## config.mk

```make
export PLATFORM = sky130hd
export DESIGN_NAME = param_mem
export DESIGN_NICKNAME = d
export VERILOG_FILES = /design/src/rtl/param_mem_pkg.sv /design/src/rtl/param_mem_clr_ctrl.sv /design/src/rtl/param_mem.sv
export SDC_FILE = /design/constraint.sdc
export NUM_CORES = 1
export LEC_CHECK = 0
export CAP_MARGIN = 15
export CORE_MARGIN = 4
export CORE_UTILIZATION = 35
export CTS_BUF_LIST = sky130_fd_sc_hd__clkbuf_8
export DETAILED_ROUTE_END_ITERATION = 8
export GPL_TIMING_DRIVEN = 0
export PLACE_DENSITY = 0.64
export SLEW_MARGIN = 20
export SYNTH_ARGS = -nofsm -noshare
export SYNTH_HDL_FRONTEND = slang
export SYNTH_SLANG_ARGS = --single-unit
```

## constraint.sdc

```tcl
create_clock -name clk -period 2.56 [get_ports clk]
set_input_delay 0.768 -clock clk [delete_from_list [all_inputs] [get_ports clk]]
set_output_delay 0.768 -clock clk [all_outputs]
set_load 0.02 [all_outputs]
```

## src/rtl/param_mem_pkg.sv

```systemverilog
// param_mem_pkg: shared types and byte-merge helper for param_mem
package param_mem_pkg;
  typedef enum logic {ST_CLEAR, ST_READY} state_t;
  localparam int MAX_BW = 32;
  localparam int MAX_DW = 8 * MAX_BW;
  // Operates on the widest supported word; callers zero-extend and truncate.
  function automatic logic [MAX_DW-1:0] merge_be(input logic [MAX_DW-1:0] old_w,
                                                 input logic [MAX_DW-1:0] new_w,
                                                 input logic [MAX_BW-1:0] be);
    merge_be = old_w;
    for (int i = 0; i < MAX_BW; i++)
      if (be[i]) merge_be[8*i +: 8] = new_w[8*i +: 8];
  endfunction
endpackage

```

## src/rtl/param_mem_clr_ctrl.sv

```systemverilog
// param_mem_clr_ctrl: post-reset clear sweep FSM and ready flag
module param_mem_clr_ctrl
  import param_mem_pkg::*;
#(
  parameter int DEPTH        = 16,
  parameter int CLEAR_ON_RST = 1,
  parameter int AW           = 4
) (
  input  logic          clk,
  input  logic          rst_n,
  output logic          ready,
  output logic          clr_we,
  output logic [AW-1:0] clr_addr
);
  state_t state, state_n;
  logic [AW-1:0] clr_ptr;
  always_comb begin
    state_n = (state == ST_CLEAR && clr_ptr == AW'(DEPTH - 1)) ? ST_READY : state;
    clr_we = state == ST_CLEAR;
    clr_addr = clr_ptr;
  end
  always_ff @(posedge clk) begin
    if (!rst_n) begin
      state <= (CLEAR_ON_RST != 0) ? ST_CLEAR : ST_READY;
      clr_ptr <= '0;
      ready <= 1'b0;
    end else begin
      state <= state_n;
      clr_ptr <= (state == ST_CLEAR) ? clr_ptr + AW'(1) : clr_ptr;
      ready <= state_n == ST_READY;
    end
  end
endmodule

```

## src/rtl/param_mem.sv

```systemverilog
// param_mem: parametrised sync RAM with byte enables, clear sweep and range check
module param_mem
  import param_mem_pkg::*;
#(
  parameter int            DW           = 8,
  parameter int            DEPTH        = 16,
  parameter int            CLEAR_ON_RST = 1,
  parameter logic [DW-1:0] INIT_VAL     = '0,
  parameter int            WRITE_FIRST  = 1,
  localparam int           AW           = (DEPTH > 1) ? $clog2(DEPTH) : 1,
  localparam int           BW           = DW / 8
) (
  input  logic          clk,
  input  logic          rst_n,
  input  logic          wr,
  input  logic          rd,
  input  logic [BW-1:0] be,
  input  logic [AW-1:0] addr,
  input  logic [DW-1:0] Datain,
  output logic [DW-1:0] Dataout,
  output logic          rd_valid,
  output logic          ready,
  output logic          addr_err
);
  logic [DW-1:0] mem [DEPTH];
  logic clr_we, in_rng, acc, we;
  logic [AW-1:0] clr_addr, raddr, waddr;
  logic [DW-1:0] cur, merged, wdata;
  param_mem_clr_ctrl #(.DEPTH(DEPTH), .CLEAR_ON_RST(CLEAR_ON_RST), .AW(AW)) u_clr (
    .clk(clk),
    .rst_n(rst_n),
    .ready(ready),
    .clr_we(clr_we),
    .clr_addr(clr_addr)
  );
  // Out-of-range addresses are steered to word 0 so the array is never indexed past DEPTH.
  always_comb begin
    in_rng = {1'b0, addr} < (AW + 1)'(DEPTH);
    acc = ready & rst_n;
    raddr = in_rng ? addr : '0;
    cur = mem[raddr];
    merged = DW'(merge_be(MAX_DW'(cur), MAX_DW'(Datain), MAX_BW'(be)));
    we = clr_we | (acc & wr & in_rng);
    waddr = clr_we ? clr_addr : raddr;
    wdata = clr_we ? INIT_VAL : merged;
  end
  always_ff @(posedge clk) begin
    if (we) mem[waddr] <= wdata;
  end
  always_ff @(posedge clk) begin
    if (!rst_n) begin
      Dataout <= '0;
      rd_valid <= 1'b0;
      addr_err <= 1'b0;
    end else begin
      rd_valid <= acc & rd;
      addr_err <= acc & (rd | wr) & ~in_rng;
      if (acc & rd) Dataout <= !in_rng ? '0 : (WRITE_FIRST != 0 && wr) ? merged : cur;
    end
  end
endmodule
```

Word-level counts from Yosys, hierarchy flattened
Memories as Yosys holds them, arrays and structs flattened.
Cells that the tools add are included.

word-level totals
  flip-flop bits (word level) = 14
  bits in writable memories = 128
  output and inout bits = 11
  logic and storage cells = 19
  memories = 1

cells by class
  $add $sub $neg = 1
  eq/ne operators = 1
  muxes and demuxes = 6
  bitwise logic cells = 5
  reduce and logical (&&, ||, !) cells = 1

memory list
  name  words  width  read ports  clocked after memory_dff  wr ports  line             source
  mem   16     8      1           0                         1         param_mem.sv:25  logic [DW-1:0] mem [DEPTH];

operator list
  kind                   count
  $mux W8                3
  $add A4 B1 Y4 const B  1
  $eq A4 B4 Y1 const B   1
  $mux W4                1
  $and A1 B1 Y1          3
  $mux W1                2
  $logic_and A1 B1 Y1    1
  $not A1 Y1             1
  $or A1 B1 Y1           1

Longest topological paths before layout
Gate-level depths: netlist of the first run.

  depth in word-level cells = 5
  depth in mapped cells = 7
  mapped depth without buffers = 4

Hierarchy
A second synthesis of the first run with hierarchy kept.

unflattened totals
  cells, all modules = 360
  area, all modules = 5815.6 µm²

by module, submodules not included
  module              times used  cells each  area an instance (µm²)  seq. area each (µm²)
  param_mem           1           341         5610.4                  4023.9
  param_mem_clr_ctrl  1           19          205.2                   100.1

Least setup slack after synthesis of the first run
Ideal clock, no wire load.

  path type = input port to flip-flop
  from = in addr[1]
  to = mem mem[0][6] (data pin)
  data arrival time = 2257 ps
  required time = 2269 ps
  slack = 12 ps
  stages = 7
  path buffers = 3
  cells stage by stage = buf_2 -> and2_4 -> buf_6 -> buf_6 -> a221o_1 -> a2bb2oi_2 -> a21oi_1

between the ends
  longest elaborated chain between the ends = 3

RTL lines
  what                line                 source
  start: declaration  param_mem.sv:18      input logic [AW-1:0] addr,
  $mem_v2 Z16 W8      -
  $mux W8             param_mem_pkg.sv:12  if (be[i]) merge_be[8*i +: 8] = new_w[8*i +: 8];
  $mux W8             param_mem.sv:45      wdata = clr_we ? INIT_VAL : merged;
  via wdata[6]        param_mem.sv:28      logic [DW-1:0] cur, merged, wdata;
  end: declaration    param_mem.sv:25

The timed path passes the listed nets, and every way through them passes these cells.

Final worst setup path of the first run
  from = in addr[3]
  to = mem mem[13][0] (enable)

between the ends
  longest elaborated chain between the ends = 1

RTL lines
  what     line             source
  $mux W4  param_mem.sv:44  waddr = clr_we ? clr_addr : raddr;

Every way passes these cells.

==> results of run 1 <==
-- worst paths after layout --
| kind | to | slack (ps) |
|---|---|---|
| max reg2reg | mem[1][5]$_DFFE_PP_ | 120 |
| max | mem[13][0]$_DFFE_PP_ | -50 |
| min reg2reg | Dataout[3]$_SDFFE_PN0P_ | 510 |
| min | Dataout[3]$_SDFFE_PN0P_ | 510 |
-- stage by stage --
step / worst slack [ps] / power [uW] / setup TNS [ps] / hold slack (ps) / instances
final: -53.16 / 4535 / -866.7 / 506.0 / 625
after global routing: -143.3 / 4692 / -7867 / 544.4 / 625
after CTS: -8.082 / 4551 / -88.76 / 510.1 / 625
after detailed placement: -832.5 / 2920 / -106230 / 491.9 / 593
after global placement: -1223 / 2912 / -171750 / 480.4 / 590
after floorplan: 12.12 / 2811 / 0 / 531.9 / 351
-- logic make-up (layout without fill, tap and decap cells) --
| group | count (synthesis) | after routing | synth area share |
|---|---|---|---|
| xor gates and xnor gates | 2 | 2 | 0.003016 |
| buffers and inverters | 22 | 80 | 0.03037 |
| other | 1 | 1 | 0.0006455 |
| AOI/OAI and AO/OA | 71 | 71 | 0.08917 |
| adders and majority gates | 1 | 1 | 0.002153 |
| muxes | 57 | 57 | 0.1206 |
| DFF | 142 | 142 | 0.7099 |
| and+or+nand+nor | 55 | 55 | 0.04415 |
-- Yosys cell counts, drive strengths merged --
master	count	area share
nand3	1	0.00086
and3	1	0.0011
a31oi	2	0.0022
edfxtp	128	0.66
nor2b	7	0.0075
buf	15	0.026
nand2b	3	0.0032
dfxtp	14	0.048
a2bb2oi	9	0.017
a21boi	1	0.0013
nor3b	1	0.0013
a221o	8	0.014
mux2i	46	0.079
mux2	1	0.0019
a41o	1	0.0017
clkbuf	5	0.0032
and2	4	0.0047
a21oi	17	0.015
ha	1	0.0022
a22oi	8	0.010
a222oi	6	0.010
nand3b	1	0.0013
conb	1	0.00065
xnor2	2	0.0030
o21a	1	0.0013
o21ai	16	0.014
mux4	10	0.039
nand2	8	0.0052
inv	2	0.0013
a221oi	2	0.0030
nor2	28	0.018
nor3	1	0.00086
-- flip-flops by register name (all words and copies together) (netlist names) --
signal,cells
u_clr.clr_addr,4
mem,128
rd_valid,1
Dataout,8
u_clr.ready,1
-- metal layers --
metal | track usage | vias to the layer above
met5 | 0 | -
met4 | 0.05654 | 0
met3 | 0.04191 | 24
met2 | 0.2319 | 148
li1 | - | 1486
met1 | 0.1984 | 1671
-- area by class of cell --
class,count,area [um2],share of cell area
clock buffer,17,234.0,0.03446
buffer,20,170.2,0.02506
multi-input combinational,187,1589,0.2341
sequential,142,4124,0.6074
timing repair buffer,26,264.0,0.03889
inverter,2,7.507,0.001106
tap,216,270.3,0.03981
clock inverter,15,130.1,0.01917
-- worst register-to-register path: stages, from the launching register on --
cell and delay (ps):
sky130_fd_sc_hd__dfxtp_1 330, sky130_fd_sc_hd__buf_2 200, sky130_fd_sc_hd__clkbuf_1 400, sky130_fd_sc_hd__mux2i_1 280, sky130_fd_sc_hd__nand2_1 190, sky130_fd_sc_hd__nor2_1 670
-- power by group --
part	internal [uW]	switching, uW
sequential	2540	16.2
clock	837	819
combinational	134	185
==> impl.org, run 1 <==
** Place
- At the end of routability-driven placement, the weighted congestion stood at 0.9069.
- Placement-stage cell area :: 0.006370 mm2
- Buffers placed on the I/O ports in this run total 23.
- Detailed placement finished with a half-perimeter wire length of 9048 um.

** Clock tree
- Deepest level of the CTS H-tree :: 4
- CTS max path bufs :: 2
- Clk Latency, worst-skew pair :: 450 ps
- Clock tree synthesis selected as its root buffer the cell sky130_fd_sc_hd__clkbuf_8.
- After clock tree synthesis, the clock-pin slew on the worst setup and hold paths is 80 ps.
- Total setup buffers inserted after CTS :: 0
- Post-CTS sizing :: 2
- Clock tree from TritonCTS :: built
- For this design, the sink count on the clock tree is 142.
- For this design, the CTS-stage hold fixing added 0 buffers.
- Total CTS buffers :: 17

** Detailed routing
- Detailed route wirelength on metal3 :: 1048 um
- Metal2 WL :: 6162 um
- The detail route stage leaves a number of antenna-violating nets equal to 0.
- In this run the top signal layer used is met4.
- In this run, the number of DRC markers left after iteration 0 of detailed routing was 375.
- Dividing the detail-routed via count by the number of cells gives 5.326.
- WL met1 :: 5638 um
- In the final routed layout, each cell accounts on average for 21.08 um.
- Summing over every cut layer, the via total after detailed routing is 3329.
- The first detailed-routing pass took 9 iterations.
- Routed WL :: 13180 um
- After detailed routing, the number of remaining DRC violations is 0.

** Global route
- The number of antenna violations at the first check in global routing was 0.
- Global-route usage over all layers :: 0.1487
- The via count of the first global-routing pass came to 3249.
- After global routing the overflow that remains totals 0.
- Entering global routing, the biggest net connects 17 pins.
- First-pass GRT wire length :: 19690 um

** Setup path
- Type of the setup path with the least slack :: input pin to flop
- At the worst endpoint, the required time is 2640 ps.
- The number of cells on the worst reg-to-reg path is 5.
- For this design, the slowest cell found on the critical path is sky130_fd_sc_hd__nor2_1.
- Critical path endpoint category :: flop
- Launch instance of the worst register-to-register path :: u_clr.ready$_SDFFE_PN0P_
- Counting buffers and inverters, the worst setup path is 5 cells deep.
- Launch point of the critical path :: addr[3]
- Together, buffers and inverters on the worst path number 2.
- Crit-path cells :: clkdlybuf4s50_1 > clkbuf_1 > mux2_2 > nand2_1 > nor2_1
- Biggest fanout along the worst timing path :: 10
- Broken down by cell family, the worst path's largest delay share belongs to buffers and inverters.
- CP Data Arrival Time :: 2690 ps
- For this run, the slowest stage of the critical path takes 650 ps.
- STA classifies the critical path startpoint as an input pin.

** Floorplan
- DIE AREA :: 0.01872 mm2
- The total area inside the core boundary comes to 0.01606 mm2.
- Initial Utilization :: 0.3618
- Number of top-level pins :: 28
- Die Span Y :: 136.8 um
- Cell row count :: 46
- X dimension of the die :: 136.8 um

** Outcome
- Failing checks :: negative setup slack
- The flow ran to the end, but the final reports show violations.

** Timing
- Setup Skew :: 9.497 ps
- The number of hold violations in the final report is 0.
- For this run, the top clock speed supported by timing is 382.7 MHz.
- Of the available clock period, the critical path in the final layout requires 1.021.
- Worst Tran Pin Value :: 927.5 ps
- Setup violations remaining at the end of the flow were counted as 32.
- Measured against its own limit, the worst slew margin works out to 0.3761.
- After layout, the worst setup slack is -53.16 ps.
- The max-slew violation count came to 0.
- RSZ-0062 raised after global routing :: yes
- The smallest clock period supported by the final layout is computed as 2613 ps.

** Synthesis
- Sequential fraction of the synthesis area :: 0.7099
- In the synthesized netlist, the number of instances is 351.
- Mean instance size in the synthesized netlist :: 16.55 um2
- Yosys warnings :: 0
- Counting every net in the synthesized netlist gives 369.
- Post-synthesis sequential element count :: 142
- Number of distinct standard cells referenced by the synthesized netlist :: 41
- Post-synthesis cell area :: 0.005809 mm2

** Power
- Leakage Power :: 0.002330 uW
- Max IR drop VDD :: 0.3215 mV
- Areal power density over the cells :: 668.0 mW/mm2

** Final layout
- Most frequent cells in the layout :: sky130_fd_sc_hd__edfxtp_1 (128), sky130_fd_sc_hd__mux2i_1 (46), sky130_fd_sc_hd__clkdlybuf4s50_1 (23)
- Number of fill cells :: 1416
- The library cell used most frequently in the layout, excluding fill and tap cells, is sky130_fd_sc_hd__edfxtp_1.
- Final net count :: 414
- With fillers left out, the area of the finished cells amounts to 0.006789 mm2.
- For this run, the share of the core covered by cells in the final layout is 0.4228.
- Area added between synthesis and finish :: 16.86%
- In the final layout, the share of cells above drive strength 1 is 0.1809.
- 0 antenna diodes ended up in the layout.

** Worst hold path
- The worst hold path belongs to the class flop to flop.
- The startpoint identified for the worst hold timing path is Dataout[3]$_SDFFE_PN0P_.
- Counting instances, the worst hold path has a depth of 2.

** Run
- Reported max-cap violation count :: 0
No activity file was read; power rests on OpenSTA's default activity.
==> run 2: changes to the inputs <==
Settings changed: CELL_PAD_IN_SITES_DETAIL_PLACEMENT from default to 0, CELL_PAD_IN_SITES_GLOBAL_PLACEMENT from default to 1, PLACE_DENSITY 0.64 to 0.71.
==> impl.org, run 2 (synthesis results as in run 1) <==
** Floorplan
- X dimension of the die :: 136.8 um (unchanged)
- The die area was 0.01872 mm2 (unchanged).
- Number of top-level pins :: 28 (unchanged)
- The number of core rows came to 46 (unchanged).
- Total core area :: 0.01606 mm2 (unchanged)
- The y dimension of the die came to 136.8 um (unchanged).
- Initial Utilization :: 0.3618 (unchanged)

** Final layout
- Register name with the most flops :: mem
- The multi-input gate area in the final layout is 0.001632 mm2 (+2.7%).
- Flip-flop and latch area :: 0.004124 mm2 (unchanged)
- The design area came to 0.006925 mm2 (+2.0%).
- Number of fill cells :: 1383 (-2.3%)
- Core Util, Final :: 0.4313 (+0.008493)
- From synthesis to final layout, the design area changed by 19.21%.
- Max FFs per register :: 128 (unchanged)
- Leaving out fill and tap cells, the most frequent cells in the layout are sky130_fd_sc_hd__edfxtp_1 (128), sky130_fd_sc_hd__mux2i_1 (46), sky130_fd_sc_hd__clkdlybuf4s50_1 (23).
- Antenna fix cells :: 0 (unchanged)
- Layout cells sized above 1 :: 0.2078 (+0.02689)
- Leading cell type in the layout, fill and taps excluded :: sky130_fd_sc_hd__edfxtp_1
- Final net count :: 414 (unchanged)

** Place
- The quantity of I/O buffers inserted on ports is 23 (unchanged).
- The instance area at placement was 0.006344 mm2 (-0.41%).
- The half-perimeter wire length of the detailed placement result came to 8945 um (-1.1%).
- Final estimated routing congestion in global placement :: 0.8028 (-11%)

** Worst hold path
- Worst hold-check path type :: flop to flop

** Timing
- The number of hold violations in the final report was 0 (unchanged).
- The clock skew was 17.28 ps (+7.779 ps).
- The transition time at the pin with the least slew margin is 896.5 ps (-31.02 ps).
- The maximum frequency from static timing analysis came to 375.7 MHz (-1.8%).
- The total negative setup slack was -2639 ps (-1773 ps).
- Final min period :: 2662 ps (+48.83 ps)
- The total of endpoints with negative setup slack in the final report is 32 (unchanged).
- The worst slew slack as a fraction of its limit was 0.3970 (+0.02087).
- The minimum setup slack in the final design is -102.0 ps (-48.83 ps).
- Final period utilization :: 1.040 (+0.01907)
- The max-slew violation count was 0 (unchanged).
- Setup repair after global routing could not meet its margin everywhere.

** Power
- Max IR drop VDD :: 0.3307 mV (+2.9%)
- Tot Pwr :: 4827 uW (+6.4%)
- Areal power density over the cells :: 697.0 mW/mm2 (+4.3%)
- Leakage Power :: 0.002382 uW (+2.2%)

** Global route
- The via count of the first global-routing pass is 3264 (+0.46%).
- Global-route usage over all layers :: 0.1476 (-0.001159)
- Maximum number of pins on one net before global-route repair :: 17 (unchanged)
- First-pass GRT wire length :: 19910 um (+1.2%)
- Initial antenna violation count :: 0 (unchanged)
- The overflow left after global routing came to 0 (unchanged).

** Clock tree
- The clock tree buffer depth came to 2 (unchanged).
- Clk Latency, worst-skew pair :: 430 ps (-20 ps)
- The hold-fix buffer count after cts was 0 (unchanged).
- The clock sink total is 142 (unchanged).
- Register clock-pin slew on the reported worst setup and hold paths :: 80 ps (about the same)
- CTS Root Buffer Type :: sky130_fd_sc_hd__clkbuf_8
- The H-tree depth was 4 (unchanged).
- The number of buffers inserted during clock tree synthesis was 17 (unchanged).
- Clock tree from TritonCTS :: built

** Setup path
- Worst endpoint required time :: 2610 ps (-30 ps)
- The data arrival time of the critical path came to 2720 ps (+30 ps).
- Startpoint type of the worst setup path :: input pin
- The maximum fanout along the worst path was 10 (unchanged).
- Type of the setup path with the least slack :: input pin to flop
- Critical path endpoint category :: flop

** Outcome
- The run finished, with violations left.
- The checks that failed: negative setup slack.

** Detailed routing
- DR iter-0 viols :: 320 (-15%)
- The average vias per placed instance was 5.254 (-1.4%).
- The post-route DRC violation count is 0 (unchanged).
- Routed WL :: 13100 um (-0.56%)
- Avg WL per Cell :: 20.97 um (-0.56%)
- Drt pass-1 iters :: 5 (-4)
- The total via count in the routed design was 3284 (-1.4%).
- Number of nets with antenna violations after detailed routing :: 0 (unchanged)

** Run
- Reported max-cap violation count :: 0 (unchanged)
==> run 2: timing repair <==
action,4_1_cts,5_1_grt
resized for setup,13,10
endpoints found under the hold margin,0,0
endpoints found under the setup margin,200,140
buffers inserted,0,2
pin swaps,0,2
==> run 2: worst max-delay path, cell delays in order <==
cell	delay (ps)
sky130_fd_sc_hd__clkdlybuf4s50_1	490
sky130_fd_sc_hd__clkbuf_1	430
sky130_fd_sc_hd__mux2_2	270
sky130_fd_sc_hd__nand2_1	90
sky130_fd_sc_hd__nor2_1	670
==> run 2: area by class of cell <==
cell class,count,share of cell area
flip-flops and latches,142,0.5955
multi-input cells,187,0.2356
repair buffers,26,0.04011
well taps,216,0.03902
clock buffers,17,0.03378
clock inverters,15,0.03035
plain buffers,20,0.02457
inverters,2,0.001084
==> run 2: metal layers <==
layer  up-vias  global-route usage  share of wire
li1       1484                   -              -
met1      1677              0.2002           0.45
met2       110              0.2336           0.48
met3        13             0.03419          0.055
met4         0             0.05266          0.016
met5         -                   0              0
==> run 2: per-stage QoR <==
step           hold WS (ps)  setup WS (ps)  instances
2_1_floorplan         531.9          12.12        351
4_1_cts               503.6         -120.6        623
5_1_grt               530.8         -207.8        625
3_5_place_dp          484.2         -671.5        591
6_report              497.5         -102.0        625
3_3_place_gp          482.8          -1096        590
==> run 2: path summary, 6_finish.rpt <==
path                                  from                 endpoint  depth (start not counted)  slack, ps
setup / recovery                   addr[3]      mem[8][2]$_DFFE_PP_                          5       -100
setup reg to reg  u_clr.ready$_SDFFE_PN0P_     mem[10][3]$_DFFE_PP_                          5        320
hold / removal     Dataout[5]$_SDFFE_PN0P_  Dataout[5]$_SDFFE_PN0P_                          2        500
hold reg to reg    Dataout[5]$_SDFFE_PN0P_  Dataout[5]$_SDFFE_PN0P_                          2        500
==> run 2: power breakdown <==
part / internal, uW / switching (uW)
clock: 1080 / 869
combinational: 134 / 189
sequential: 2540 / 15.9
total: 3750 / 1070
==> run 3: changes to the inputs <==
Settings changed: SLEW_MARGIN 20 to 15.
==> impl.org, run 3 (synthesis results as in run 1) <==
** Floorplan
- Total core area :: 0.01606 mm2 (unchanged)
- The top-level port count is 28 (unchanged).
- The number of core rows is 46 (unchanged).
- The chip width came to 136.8 um (unchanged).
- DIE AREA :: 0.01872 mm2 (unchanged)
- The y dimension of the die came to 136.8 um (unchanged).
- The initial cell density of the core was 0.3618 (unchanged).

** Global route
- The global router's overall resource usage came to 0.1503 (+0.002743).
- The number of antenna violations at the first check in global routing is 0 (unchanged).
- The first-pass GRT wire length is 20060 um (+0.73%).
- The overflow left after global routing was 0 (unchanged).
- The via count of the first global-routing pass came to 3252 (-0.37%).
- Maximum number of pins on one net before global-route repair :: 17 (unchanged)

** Setup path
- On the critical path, the stage with the largest delay is an instance of sky130_fd_sc_hd__nor2_1.
- The data arrival time of the critical path was 2750 ps (+30 ps).
- Startpoint type of the worst setup path :: input pin
- The critical path is of the input pin to flop type.
- The worst setup path is captured at a flop.
- Largest stage delay on the critical path :: 720 ps (+50 ps)
- Worst endpoint required time :: 2630 ps (+20 ps)
- Biggest fanout along the worst timing path :: 10 (unchanged)
- Traced cell by cell, the critical path runs through clkdlybuf4s50_1 > clkbuf_1 > mux2_2 > nand2_1 > nor2_1.

** Clock tree
- CTS max path bufs :: 2 (unchanged)
- CTS Root Buffer Type :: sky130_fd_sc_hd__clkbuf_8
- TritonCTS built the clock tree.
- The latest clock arrival within the worst-skew pair was 450 ps (+20 ps).
- Deepest level of the CTS H-tree :: 4 (unchanged)
- The number of buffers inserted during clock tree synthesis is 17 (unchanged).
- The clock edge transition at the registers on the reported setup and hold paths was 70 ps (about the same).
- The clock sink total was 142 (unchanged).

** Timing
- Setup Skew :: 12.24 ps (-5.036 ps)
- The share of the clock period used by the worst path after layout was 1.048 (+0.008238).
- Final min period :: 2683 ps (+21.09 ps)
- The max-slew violation count is 0 (unchanged).
- The final-layout worst hold slack came to 495.9 ps (-1.593 ps).
- RSZ-0062 raised after global routing :: yes
- The number of hold violations in the final report was 0 (unchanged).
- Max-slew headroom at the worst pin :: 0.3991 (+0.002146)
- The total of endpoints with negative setup slack in the final report was 32 (unchanged).
- The minimum setup slack in the final design is -123.1 ps (-21.09 ps).
- The transition time at the pin with the least slew margin came to 898.0 ps (+1.506 ps).
- The maximum frequency from static timing analysis came to 372.7 MHz (-0.79%).

** Detailed routing
- Number of nets with antenna violations after detailed routing :: 0 (unchanged)
- The violation count after the first detailed-route iteration is 312 (-2.5%).
- The average vias per placed instance came to 5.246 (-0.16%).
- DR DRC count :: 0 (unchanged)
- Detailed-route via count :: 3284 (unchanged)
- Drt pass-1 iters :: 5 (unchanged)
- The wire length reported by the detailed router was 13320 um (+1.6%).
- The average routed wire per standard cell is 21.27 um (+1.4%).

** Outcome
- The checks that failed: negative setup slack.
- Result of the run :: finished, violations left

** Final layout
- Compared with the post-synthesis result, the final layout area differs by 19.34%.
- Max FFs per register :: 128 (unchanged)
- The filler cell count was 1374 (-0.65%).
- Final net count :: 415 (+0.24%)
- The count of antenna diodes in the layout was 0 (unchanged).
- Most frequent cells in the layout :: sky130_fd_sc_hd__edfxtp_1 (128), sky130_fd_sc_hd__mux2i_1 (46), sky130_fd_sc_hd__clkdlybuf4s50_1 (23)
- The library cell used most frequently in the layout, excluding fill and tap cells, is sky130_fd_sc_hd__edfxtp_1.
- Core Util, Final :: 0.4317 (+0.0004680)
- Layout cells sized above 1 :: 0.1976 (-0.01026)
- Register name with the most flops :: mem

** Power
- The total power density per cell area is 696.9 mW/mm2 (about the same).
- The maximum vdd ir drop is 0.3208 mV (-3.0%).
- Leakage Power :: 0.002393 uW (+0.46%)
- Tot Pwr :: 4832 uW (about the same)

** Run
- Reported max-cap violation count :: 0 (unchanged)

** Place
- The half-perimeter wire length of the detailed placement result is 9005 um (+0.67%).
- The weighted congestion reported at the end of routability-driven placement was 0.8028 (unchanged).
- Buffers added on ports :: 23 (unchanged)

** Worst hold path
- In this run the worst hold path is classified as flop to flop.
[run 3: cell types whose count changed in the layout (fill, tap and decap cells not counted), sizes merged]
cell and delta:
clkinvlp -1, clkinv +1, bufinv +1, inv -1
buf +1
[run 3: layer usage]
metal,vias up,global-route usage,share of wire
met2,112,0.2300,0.47
met1,1663,0.2008,0.44
li1,1481,-,-
met5,-,0,0
met4,0,0.08315,0.035
met3,28,0.03051,0.055
[run 3: through the flow]
| stage | area, um2 | setup TNS, ps | std cells | worst slack [ps] |
|---|---|---|---|---|
| after floorplan | 5809 | 0 | 351 | 12.12 |
| after global placement | 6310 | -180580 | 590 | -1096 |
| after detailed placement | 6329 | -166660 | 591 | -1086 |
| after CTS | 6843 | -4287 | 623 | -109.2 |
| after global routing | 6933 | -6040 | 626 | -224.7 |
| final | 6933 | -2411 | 626 | -123.1 |
[run 3: repair_timing]
item / 4_1_cts / 5_1_grt
resized for setup: 16 / 11
hold buffers: 0 / 0
setup endpoints to repair: 200 / 184
setup buffers: 0 / 3
pin swaps: 0 / 3
[run 3: layout make-up]
type                       count  area (um2)  share of cell area
clock buffer                  17       234.0             0.03375
buffer                        20       170.2             0.02454
clock inverter                15       200.2             0.02888
sequential                   142        4124              0.5948
tap                          216       270.3             0.03898
inverter                       2       7.507            0.001083
timing repair buffer          27       297.8             0.04295
multi-input combinational    187        1629              0.2350
[run 3: final timing paths]
kind                                  from                 endpoint  slack (ps)  cells after the start
setup reg to reg  u_clr.ready$_SDFFE_PN0P_     mem[10][7]$_DFFE_PP_         230                      5
setup / recovery                   addr[3]     mem[10][7]$_DFFE_PP_        -120                      5
hold / removal     Dataout[1]$_SDFFE_PN0P_  Dataout[1]$_SDFFE_PN0P_         500                      2
hold reg to reg    Dataout[1]$_SDFFE_PN0P_  Dataout[1]$_SDFFE_PN0P_         500                      2
[run 3: power by group]
group	total, uW	switching [uW]	internal (uW)
logic	324	190	134
registers	2560	16.6	2540
clock network	1950	808	1140
[run 3: critical path: cells and delay by family]
family	cells	cell delay [ps]
buffers and inverters	2	900
multiplexers	1	260
AND/OR/NAND/NOR	2	820
==> RTL edit 1: new RTL, flow settings as in run 2 <==
The parameter `WRITE_FIRST` goes from 1 to 0.
--- a/src/rtl/param_mem.sv
+++ b/src/rtl/param_mem.sv
@@ -6,7 +6,7 @@
   parameter int            DEPTH        = 16,
   parameter int            CLEAR_ON_RST = 1,
   parameter logic [DW-1:0] INIT_VAL     = '0,
-  parameter int            WRITE_FIRST  = 1,
+  parameter int            WRITE_FIRST  = 0,
   localparam int           AW           = (DEPTH > 1) ? $clog2(DEPTH) : 1,
   localparam int           BW           = DW / 8
 ) (
Formal check against the unedited RTL: same outputs for any inputs over 10 cycles, from zero or initial values and one cycle with rst_n low; that may be too few to reach the edited logic, so the function may still have changed.
==> RTL edit 1 against run 2 <==
Area after synthesis fell by 1.6%; first-iteration DRC count down 26%; routed wire length shrank 8.2%; power fell by 0.74%; final cell count shrank 3.2%; sequential power barely moved; die area fell by 1.5%; combinational power shrank 13%; design area grew 0.47%; setup slack better by 0.14 ns; sequential cell count did not move; largest cell class unchanged.
==> RTL edit 1: results (changes against run 2) <==
outcome finished, final reports clean; vias in the first global route 3189 (-2.3%); Area contributors post-synth edfxtp_1, mux4_1, dfxtp_1; worst hold-check path type register to register; drt initial violations 237 (-26%); Worst Hold Depth 2 (unchanged); P_leak 2.34 nW (-1.7%); first-pass GRT wire length 18500 µm (-7.1%); EDFF count, synth 128 (unchanged); DIE WIDTH 136 µm (-0.76%); worst r2r path cells 4 (-1); FILL cells 1395 (+0.87%); Critical Path AT 2.59 ns (-0.13 ns); CP max-delay cell clkdlybuf4s50_1; Final Skew 0.0113 ns (-0.00597 ns); total track usage 13.9% (-0.90 points); CTS buffer count 17 (unchanged); syn nets 343 (-7.0%); Routed WL 12000 µm (-8.2%); initial antenna violation count 0 (unchanged); hpwl dp 7780 µm (-13%); Worst Tran Pin Value 0.772 ns (-0.124 ns); commonest cells in the netlist edfxtp_1, o21ai_0, nor2_1; Max Buffers Root-to-Sink 2 (unchanged); Via Count 3053 (-7.0%); peak supply drop 0.563 mV (+70%); critical path's largest stage delay 0.53 ns (-0.14 ns); IO Port Bufs 24 (+4.3%); Pre-antenna DRT Iters 4 (-1); CTS clk-pin slew, worst paths 0.08 ns (about the same); Distinct cells, synth 33 (-20%); share of cells above drive strength 1 24.9% (+4.2 points); sequential fraction of the synthesis area 72.2% (+1.2 points); Place WS -1.12 ns (-0.451 ns); Final GP Congestion 0.843 (+5.0%); yosys warns 0 (unchanged); max reg flops 128 (unchanged); Nets 395 (-4.6%)
-- RTL edit 1: final cells by class --
class | instances | area [µm²] | area share, %
sequential | 142 | 4120 | 59.3
clock buffer | 17 | 234 | 3.36
timing repair buffer | 33 | 408 | 5.86
buffer | 20 | 118 | 1.69
multi-input combinational | 160 | 1590 | 22.9
inverter | 3 | 11.3 | 0.162
tap | 216 | 270 | 3.88
clock inverter | 14 | 200 | 2.88
-- RTL edit 1: cell families (layout without fill, tap and decap cells) --
| logic type | count (synthesis) | after routing | synth area share [%] |
|---|---|---|---|
| compound gates | 72 | 72 | 7.42 |
| flops | 142 | 142 | 72.2 |
| simple gates | 41 | 41 | 3.35 |
| buf+inv | 23 | 87 | 2.21 |
| fa+ha+maj | 1 | 1 | 0.219 |
| other cells | 1 | 1 | 0.0656 |
| xor+xnor | 2 | 2 | 0.307 |
| mux | 43 | 43 | 14.3 |
-- RTL edit 1: power by group --
group / switching, mW / internal (mW) / total, mW
combinational: 0.160 / 0.120 / 0.280
sequential: 0.0144 / 2.54 / 2.56
clock: 0.814 / 1.14 / 1.95
total: 0.989 / 3.80 / 4.79
-- RTL edit 1: repair_timing --
| item | in CTS | in global routing |
|---|---|---|
| setup endpoints to repair | 195 | 152 |
| resized for setup | 23 | 5 |
| setup buffers | 2 | 7 |
| hold buffers | 0 | 0 |
| pin swaps | 0 | 7 |
-- RTL edit 1: worst max-delay path: cells and delay by family --
kind	cells	cell delay (ns)
buffers and inverters	2	0.94
multiplexers	1	0.26
AND/OR/NAND/NOR	2	0.63
-- RTL edit 1: final timing paths --
path	from	to	slack (ns)
min reg2reg	Dataout[7]$_SDFFE_PN0P_	Dataout[7]$_SDFFE_PN0P_	0.56
min	Dataout[7]$_SDFFE_PN0P_	Dataout[7]$_SDFFE_PN0P_	0.56
max	addr[3]	mem[12][0]$_DFFE_PP_	0.04
max reg2reg	u_clr.ready$_SDFFE_PN0P_	mem[1][4]$_DFFE_PP_	0.32
-- RTL edit 1: layer usage --
layer,vias up,GRT usage [%],wire length (µm)
met5,-,0,0
met4,0,4.37,114
met3,11,3.68,588
met2,61,22.9,6270
met1,1573,17.9,5050
li1,1408,-,-
-- RTL edit 1: through the flow --
step | utilization (%) | area [µm²] | TNS, ns | cells
final | 43.6 | 6960 | 0 | 605
after global routing | 43.6 | 6960 | -0.872 | 605
after CTS | 42.7 | 6810 | 0 | 598
after detailed placement | 39.2 | 6240 | -169.98 | 565
after global placement | 39.1 | 6230 | -198.85 | 565
after floorplan | - | 5720 | 0 | 325
==> RTL edit 2: new RTL, flow settings as in run 2 <==
Made on the original files. Reset style: asynchronous (`rst_n`), changed in 2 clocked blocks.
--- a/src/rtl/param_mem_clr_ctrl.sv
+++ b/src/rtl/param_mem_clr_ctrl.sv
@@ -19,7 +19,7 @@
     clr_we = state == ST_CLEAR;
     clr_addr = clr_ptr;
   end
-  always_ff @(posedge clk) begin
+  always_ff @(posedge clk or negedge rst_n) begin
     if (!rst_n) begin
       state <= (CLEAR_ON_RST != 0) ? ST_CLEAR : ST_READY;
       clr_ptr <= '0;
--- a/src/rtl/param_mem.sv
+++ b/src/rtl/param_mem.sv
@@ -47,7 +47,7 @@
   always_ff @(posedge clk) begin
     if (we) mem[waddr] <= wdata;
   end
-  always_ff @(posedge clk) begin
+  always_ff @(posedge clk or negedge rst_n) begin
     if (!rst_n) begin
       Dataout <= '0;
       rd_valid <= 1'b0;
Check against the original RTL: same outputs for any inputs over 10 cycles, from zero or initial values and one cycle with rst_n low; that may be too few to reach the edited logic, so the function may still have changed.
==> RTL edit 2 against run 2 <==
Fmax rose by 4.1%; design area fell by 2.5%; first-iteration DRC count fell by 19%; area after synthesis fell by 0.54%; setup slack improved by 0.10 ns; synthesized cell count fell by 9.1%; sequential cell count did not move; routed wire length fell by 6.3%; utilization fell by 1.1 points; power fell by 1.4%; critical path type unchanged; largest power group unchanged.
==> RTL edit 2: results (changes against run 2) <==
outcome finished, final reports clean; FF-to-FF End mem[7][6]$_DFFE_PP_; syn nets 337 (-8.7%); Inst Count DP 558 (-5.6%); asr flop ratio synth 9.86% (+9.9 points); TNS Setup 0 ns (+2.64 ns); largest net degree at the start of global routing 18 (+1); FILL cells 1378 (-0.36%); post-synthesis adder-cell area fraction 0.217% (+0.0012 points); peak supply drop 0.263 mV (-20%); Place WS -0.766 ns (-0.0941 ns); Avg Inst Size Synth 18.1 µm² (+9.4%); wl on met1 5400 µm (-7.8%); Hold WS 0.487 ns (-0.0101 ns); sequential fraction of the synthesis area 72.6% (+1.6 points); Max Fclk 391 MHz (+4.1%); hpwl dp 8260 µm (-7.6%); area post-placement 6280 µm² (-1.0%); critical path's largest stage delay 0.69 ns (+0.02 ns); met3 global-route usage 4.07% (+0.65 points); xor and xnor area share after synthesis 0.455% (+0.15 points); share of cells above drive strength 1 25.2% (+4.4 points); drt initial violations 259 (-19%); total track usage 14.1% (-0.64 points); Distinct cells, synth 35 (-15%); crit path from addr[1]; Slew Limit Headroom 30.2% (-9.4 points); P_leak 2.22 nW (-6.8%); Final Skew 0.00807 ns (-0.00920 ns); Worst setup endpoint mem[4][0]$_DFFE_PP_; Critical Path AT 2.66 ns (-0.06 ns); Via density 5.20 (-1.1%); WL met3 689 µm (-3.6%); commonest cells in the netlist edfxtp_1, nand2_1, mux4_2; setup slack, reg-to-reg 0.06 ns (-0.26 ns); CTS-repair resized insts 18 (+5); multiplexer area fraction after synthesis 13.1% (+1.0 points); Nets 379 (-8.5%); metal2 WL 5980 µm (-5.4%); first-pass GRT wire length 19000 µm (-4.7%); routed len/inst 20.9 µm (-0.54%); vias in the first global route 3195 (-2.1%); Internal 3.71 mW (-1.3%); worst hold-check path type input pin to async pin; met1 GRT Util 18.9% (-1.1 points); Final Non-Filler Cells 589 (-5.8%); Final GP Congestion 0.880 (+9.6%); CTS clk-pin slew, worst paths 0.08 ns (about the same); Area contributors post-synth edfxtp_1, mux4_2, dfrtp_1; ANT cells 0 (unchanged)
==> RTL edit 2: cell count changes after synthesis, sizes merged, moves of 14 or more <==
| cell | run 2 | this run |
|---|---|---|
| dfxtp | 14 | 0 |
| nand2 | 8 | 37 |
| mux4 | 10 | 32 |
| o21ai | 16 | 0 |
| a21oi | 17 | 1 |
| mux2i | 46 | 1 |
| dfrtp | 0 | 14 |
==> RTL edit 2: power by group through the flow <==
stage | registers, mW | logic, mW | clock network, mW
final | 2.61 | 0.406 | 1.74
after global placement | 2.66 | 0.390 | 0
after CTS | 2.61 | 0.401 | 1.77
after floorplan | 2.68 | 0.203 | 0
after global routing | 2.61 | 0.436 | 1.89
after detailed placement | 2.66 | 0.396 | 0
==> RTL edit 2: layout make-up <==
cell class,count,area (µm²),share of cell area [%]
Timing Repair Buffer,23,229,3.39
Clock inverter,14,154,2.28
Multi-Input combinational cell,156,1550,22.9
Sequential cell,142,4190,62.1
Inverter,3,11.3,0.167
Clock buffer,17,234,3.46
Buffer,18,114,1.69
Tap cell,216,270,4.00
